### src/rtl/en_passant_stream.sv
`default_nettype none
// ============================================================================
// Module   : en_passant_stream
// Purpose  : Captures en-passant flags and rank snapshots on start, then
//            streams each legal capture as a 16-bit move over valid/ready.
// Revision : 1.0 - initial release
// ============================================================================
module en_passant_stream #(
  parameter int         COLS  = 8,
  parameter logic       WHITE = 1'b0,
  parameter logic       BLACK = 1'b1,
  parameter logic [2:0] PAWN  = 3'd1
) (
  input  logic                clk,
  input  logic                rst_n,
  input  logic                start_i,
  input  logic                side_i,
  input  logic [2*COLS-1:0]   enp_flags_i,
  input  logic [10*COLS-1:0]  row_4_i,
  input  logic [10*COLS-1:0]  row_5_i,
  output logic                busy_o,
  output logic                move_valid_o,
  input  logic                move_ready_i,
  output logic [15:0]         move_data_o,
  output logic                done_o,
  output logic [1:0]          move_count_o,
  output logic                flag_err_o
);

  if (COLS < 2 || COLS > 8) begin : g_cols_check
    $error("en_passant_stream: COLS must be in 2..8");
  end

  typedef enum logic [1:0] {
    S_IDLE = 2'd0,
    S_EMIT = 2'd1,
    S_DONE = 2'd2
  } state_t;

  state_t        state_q, state_d;
  logic [1:0]    pend_q, pend_d;
  logic [15:0]   mv_l_q, mv_l_d;
  logic [15:0]   mv_r_q, mv_r_d;
  logic [1:0]    cnt_q, cnt_d;
  logic          err_q, err_d;

  logic [4:0]         w_nflags;
  logic [2:0]         w_t;
  logic               w_r5;
  logic               w_att;
  logic               w_ok;
  logic [10*COLS-1:0] w_row;
  logic [9:0]         w_pl, w_pr;
  logic               w_hit_l, w_hit_r;
  logic [2:0]         w_src_row, w_dst_row;
  logic [15:0]        w_mv_l, w_mv_r;

  // Flag decode: the last set bit wins for t/rank, but only a count of one is honoured.
  always_comb begin : decode
    w_nflags = '0;
    w_t      = '0;
    w_r5     = 1'b0;
    for (int i = 0; i < COLS; i++) begin
      if (enp_flags_i[2*COLS-1-i]) begin
        w_nflags = w_nflags + 5'd1;
        w_t      = 3'(i);
        w_r5     = 1'b0;
      end
      if (enp_flags_i[COLS-1-i]) begin
        w_nflags = w_nflags + 5'd1;
        w_t      = 3'(i);
        w_r5     = 1'b1;
      end
    end

    w_row = w_r5 ? row_5_i : row_4_i;
    w_att = w_r5 ? WHITE : BLACK;
    w_ok  = (w_nflags == 5'd1) && (side_i == w_att);

    w_pl = '0;
    w_pr = '0;
    for (int c = 0; c < COLS; c++) begin
      if (c + 1 == int'(w_t)) w_pl = w_row[10*c +: 10];
      if (c == int'(w_t) + 1) w_pr = w_row[10*c +: 10];
    end

    w_hit_l = w_ok && (w_t != 3'd0) &&
              (w_pl[9:7] == PAWN) && (w_pl[0] == w_att);
    w_hit_r = w_ok && (int'(w_t) < COLS - 1) &&
              (w_pr[9:7] == PAWN) && (w_pr[0] == w_att);

    w_src_row = w_r5 ? 3'd4 : 3'd3;
    w_dst_row = w_r5 ? 3'd5 : 3'd2;
    w_mv_l    = {4'b0001, w_t - 3'd1, w_src_row, w_t, w_dst_row};
    w_mv_r    = {4'b0001, w_t + 3'd1, w_src_row, w_t, w_dst_row};
  end

  always_comb begin : next_state
    state_d = state_q;
    pend_d  = pend_q;
    mv_l_d  = mv_l_q;
    mv_r_d  = mv_r_q;
    cnt_d   = cnt_q;
    err_d   = err_q;
    case (state_q)
      S_IDLE: begin
        if (start_i) begin
          pend_d  = {w_hit_r, w_hit_l};
          mv_l_d  = w_mv_l;
          mv_r_d  = w_mv_r;
          cnt_d   = 2'd0;
          err_d   = (w_nflags > 5'd1);
          state_d = (w_hit_l || w_hit_r) ? S_EMIT : S_DONE;
        end
      end
      S_EMIT: begin
        if (move_ready_i) begin
          if (pend_q[0]) pend_d[0] = 1'b0;
          else           pend_d[1] = 1'b0;
          cnt_d = cnt_q + 2'd1;
          if (pend_d == 2'b00) state_d = S_DONE;
        end
      end
      S_DONE:  state_d = S_IDLE;
      default: state_d = S_IDLE;
    endcase
  end

  always_ff @(posedge clk or negedge rst_n) begin
    if (!rst_n) begin
      state_q <= S_IDLE;
      pend_q  <= '0;
      mv_l_q  <= '0;
      mv_r_q  <= '0;
      cnt_q   <= '0;
      err_q   <= 1'b0;
    end else begin
      state_q <= state_d;
      pend_q  <= pend_d;
      mv_l_q  <= mv_l_d;
      mv_r_q  <= mv_r_d;
      cnt_q   <= cnt_d;
      err_q   <= err_d;
    end
  end

  assign busy_o       = (state_q != S_IDLE);
  assign move_valid_o = (state_q == S_EMIT);
  assign move_data_o  = move_valid_o ? (pend_q[0] ? mv_l_q : mv_r_q) : 16'h0000;
  assign done_o       = (state_q == S_DONE);
  assign move_count_o = cnt_q;
  assign flag_err_o   = err_q;

endmodule
`default_nettype wire

### config.mk
export PLATFORM = sky130hd
export DESIGN_NAME = en_passant_stream
export DESIGN_NICKNAME = d
export VERILOG_FILES = /design/src/rtl/en_passant_stream.sv
export SDC_FILE = /design/constraint.sdc
export NUM_CORES = 1
export LEC_CHECK = 0
export ABC_AREA = 1
export CAP_MARGIN = 25
export CORE_UTILIZATION = 43
export DETAILED_ROUTE_END_ITERATION = 6
export GPL_TIMING_DRIVEN = 1
export PLACE_DENSITY_LB_ADDON = 0.3
export SLEW_MARGIN = 5
export SYNTH_ARGS = -nofsm -noshare
export SYNTH_HDL_FRONTEND = slang
export SYNTH_SLANG_ARGS = --single-unit
### constraint.sdc
create_clock -name clk -period 1.55 [get_ports clk]
set_input_delay 0.155 -clock clk [delete_from_list [all_inputs] [get_ports clk]]
set_output_delay 0.155 -clock clk [all_outputs]
set_load 0.02 [all_outputs]
==> metrics.txt <==
hpwl dp=10,600 um; first-pass GRT wire length=26,900 um; post-route ant nets=0; largest net degree at the start of global routing=19; Synth top cells by count=nand2_1, inv_1, nand3_1; Seq cells post-synth=18; htree depth=1; core area=9730 um2; top_reg_cell synth=dfrtp_1; delay-heaviest family, CP=simple AND/OR/NAND/NOR gates; status=finished with violations; Post-Layout Cell Count=1,232; PnR worst setup slack=-4550 ps; Finish-stage setup viols=15; Slowest cell on crit path=ha_4; share of the synthesized area in the top cell type=23.8%; Pleak=4.41 nW; clk_skew=4.22 ps; Area Growth Syn to Fin=93.7%; CTS Buf Count=3; synthesized cell area=4290 um2; synth warn=0; Seq/Total Area, Yosys=10.5%; DRT iter0 DRCs=568; Max clock buf depth=2; vias in the first global route=6,308; First-pass DRT Iterations=6; n_diodes=0; Fillers=522; antenna violations before repair=0; Tot Pwr=5.92 mW; Final Hold Viols=0; Die X=102 um; overall routing resource usage=31.6%; RSZ-0062 raised after global routing=yes; Clk Latency, worst-skew pair=260 ps; crit end category=register; Final Cycle Share=394%; Post-synth EDFFs=0; initial core utilization=44.1%; utilization after layout=85.5%; post-synth top area cell=nand2_1; Final Wtd Congestion=0.857; Final nets=1,308; hold_buf cts=0; critical path arrival=6310 ps; floorplan row count=36; max-slew violation count=0; Hold Crit Class=in2async; Distinct cells, synth=40; count leader, synth=nand2_1; startpoint types=primary input; total wire length=23,400 um; # clock sinks=18; vias per inst=5.81; failing checks=setup timing; CP peak stage delay=260 ps; critical path type=in2reg; drc violations=0; Buf+Inv Stages, Crit Path=20; CP max FO=4; cell area after layout=8320 um2; root buffer cell=clkbuf_8; async set-reset flop share out of synthesis=100%; Max-Cap Viols=0; Crit path top cell by count=buf_4; die area=10,400 um2; IO Pins=203; clock transition at the registers of the reported paths=70 ps; Die Y=102 um; Syn Area/Cell=5.45 um2; pwr/cell area=712 nW/um2; worst path required time=1760 ps; Placement Cell Area=6670 um2; synth top area cells=nand2_1, inv_1, dfrtp_1; Congestion Overflow GR=0; Peak Freq=164 MHz; vias=7,158; cells after synthesis=787; routed wire length per instance=19.0 um; PortBufs=103; # placed instances=1,152; post-layout min period=6100 ps; maximum VDD drop=0.532 mV; share of layout cells above drive strength 1=46.9%; CTS tree=built
==> metal layers <==
layer	track usage, %	share of wire, %	vias to the layer above
li1	-	-	3106
met1	33.7	34	3218
met2	61.8	46	581
met3	4.24	9.6	253
met4	13.6	10	0
met5	0	0	-
==> final timing paths <==
check                           startpoint    endpoint  slack [ps]  depth (start not counted)
max in group asynchronous            rst_n  mv_l_q[11]        1120                          2
setup / recovery           enp_flags_i[15]  state_q[0]       -4550                         56
hold / removal                       rst_n   mv_r_q[4]         230                          2
min in group clk                mv_r_q[12]  mv_r_q[12]         460                          2
setup reg to reg                state_q[0]  state_q[1]        -120                         10
hold reg to reg                 mv_r_q[12]  mv_r_q[12]         460                          2
==> cell type report <==
type                            instances  area, um2  area share [%]
Tap cell                              133        166            2.00
Clock buffer                            3       41.3           0.496
Multi-Input combinational cell        610       4310            51.8
Timing Repair Buffer                  324       2760            33.2
Sequential cell                        18        450            5.42
Inverter                              144        587            7.06
==> state kept, by name (all words and copies together) (netlist names) <==
register and flops:
mv_l_q 2, move_count_o 2, mv_r_q 9, pend_q 2, flag_err_o 1, state_q 2
==> stage by stage <==
step	setup slack [ps]	hold WS [ps]	setup TNS [ps]
floorplan	-3900	-141	-19290
global placement	-4800	432	-30080
detailed placement	-5000	450	-32130
CTS	-4210	248	-22200
global route	-4860	247	-27040
finish	-4550	231	-24300
==> report_power, final <==
part / total, mW / internal [mW] / switching, mW
logic: 4.86 / 2.12 / 2.74
clock network: 0.337 / 0.173 / 0.164
registers: 0.726 / 0.628 / 0.0983
==> cells by family after synthesis <==
| group | Yosys count | synth area share [%] |
|---|---|---|
| fa+ha+maj | 26 | 7.58 |
| flops | 18 | 10.5 |
| simple gates | 499 | 55.5 |
| other cells | 1 | 0.0874 |
| compound gates | 76 | 9.94 |
| buf+inv | 161 | 15.1 |
| mux | 5 | 1.17 |
| xor+xnor | 1 | 0.204 |
==> worst reg2reg max path: cells and delay by family, from the launching register on <==
family          cells  cell delay (ps)
flops               1              410
compound gates      2              260
buf+inv             5              500
simple gates        3              430
==> cell usage in the layout, fill, tap and decap left out, drive strengths merged, types with 3 or more instances in the layout <==
cell,Yosys,final
nand2,305,305
buf,13,239
inv,141,141
nand3,101,101
clkdlybuf4s50,0,71
nor2,63,63
o21ai,38,38
ha,26,26
dfrtp,18,18
a21oi,15,15
dlygate4sd2,0,11
or2,11,11
nand4,7,7
o22ai,7,7
nand3b,6,6
clkbuf,4,6
mux2i,5,5
o31ai,4,4
nor3,4,4
o211ai,3,3
conb,1,3
a31oi,3,3
==> repair_timing <==
action,CTS,global route
pin swaps,64,115
cloned,0,0
gates resized for setup,162,220
buffers inserted,68,18
endpoints found under the setup margin,29,20
No activity file was read; power rests on OpenSTA's default activity.
==> variant: new RTL, config.mk and constraints unchanged <==
Set the parameter `COLS` to 7 (it was 8).
--- a/src/rtl/en_passant_stream.sv
+++ b/src/rtl/en_passant_stream.sv
@@ -6,7 +6,7 @@
 // Revision : 1.0 - initial release
 // ============================================================================
 module en_passant_stream #(
-  parameter int         COLS  = 8,
+  parameter int         COLS  = 7,
   parameter logic       WHITE = 1'b0,
   parameter logic       BLACK = 1'b1,
   parameter logic [2:0] PAWN  = 3'd1
Ports: changed (resized enp_flags_i, row_4_i and row_5_i); port bits go from 203 to 181. No check against the original RTL was run, so the function may have changed too.
==> variant against the unedited design <==
Synthesized cell count is 12% lower. Count of clock-buffer cells in the layout is 1 higher. Design area is 15% lower. Sequential power is 11% higher. Synthesized area is 12% lower. Setup slack better by 0.46 ns. Combinational power is 4.7% higher. The run still ends with negative setup slack left. Final cell count is 13% lower. Total power is 6.3% higher. Largest cell class unchanged. Worst hold slack better by 0.018 ns. Wire length is 16% lower. Largest power group unchanged. Sequential cell count stayed put. Critical path type unchanged. Clock power is 16% higher.
==> variant: results (changes against the unedited design) <==
================================================================================
Cells on worst reg2reg path                                                    8   was 10
Routed wl met2                                                           9620 µm   was 10,800 µm
Minimum setup slack in the final design                                 -4.09 ns   was -4.55 ns
Layout clock buffers                                                           4   was 3
Endpoints failing setup                                                       16   was 15
Number of fill cells in the layout                                           443   was 522
Cell count after placement                                                 1,004   was 1,152
Total vias in the final route                                              6,271   was 7,158
Outcome                                                             finished, violations left   unchanged
Data buffer area share                                                     33.8%   was 33.2%
Worst VDD drop                                                            580 µV   was 532 µV
Sequential share of cell area                                              6.39%   was 5.42%
Multi-input logic area                                                  3530 µm²   was 4310 µm²
Fraction of final layout cells with drive strength greater than 1          42.6%   was 46.9%
Violated checks                                                     negative setup slack   unchanged
Worst Setup Slack post-DPL                                              -4.68 ns   was -5.00 ns
Post-synthesis average cell area                                        5.46 µm²   was 5.45 µm²
Met1 routing resource usage after global routing                           33.8%   was 33.7%
Register area share after synthesis                                        11.9%   was 10.5%
Overall power                                                          0.00629 W   was 0.00592 W
Number of nets in the finished design                                      1,144   was 1,308
WL per Instance                                                          18.4 µm   was 19.0 µm
Largest stage delay, worst path                                          0.28 ns   was 0.26 ns
Final Routed Wirelength                                                19,600 µm   was 23,400 µm
Endpoint of the worst register-to-register path                        pend_q[1]   was state_q[1]
R2R Setup Slk                                                           -0.10 ns   was -0.12 ns
Clock-cell share of area                                                  0.781%   was 0.496%
================================================================================
variant: cell count changes after synthesis, sizes merged, moves of 5 or more:
cell and change:
nand2 -41, inv -22, nor2 -13, o21ai -12, or2 -6, nand3b +5, o22ai -5
variant: kinds of logic (layout without fill, tap and decap cells):
group	count (synthesis)	in the layout	share of synthesized area [%]
and+or+nand+nor	447	447	55.6
buffers and inverters	140	408	14.7
AOI/OAI and AO/OA	59	59	9.25
adders and majority gates	23	23	7.63
DFF	18	18	11.9
muxes	2	2	0.531
other	1	3	0.0994
xor gates and xnor gates	1	1	0.232
variant: worst register-to-register path: cells and delay by family, from the launching register on:
kind	cells	cell delay [ns]
compound gates	2	0.23
simple gates	3	0.48
buf+inv	3	0.38
flops	1	0.42
variant: timing repair:
action,in CTS,in global routing
setup buffers,44,21
gates cloned,0,0
resized for setup,153,115
setup endpoints to repair,32,28
pin swaps,61,72
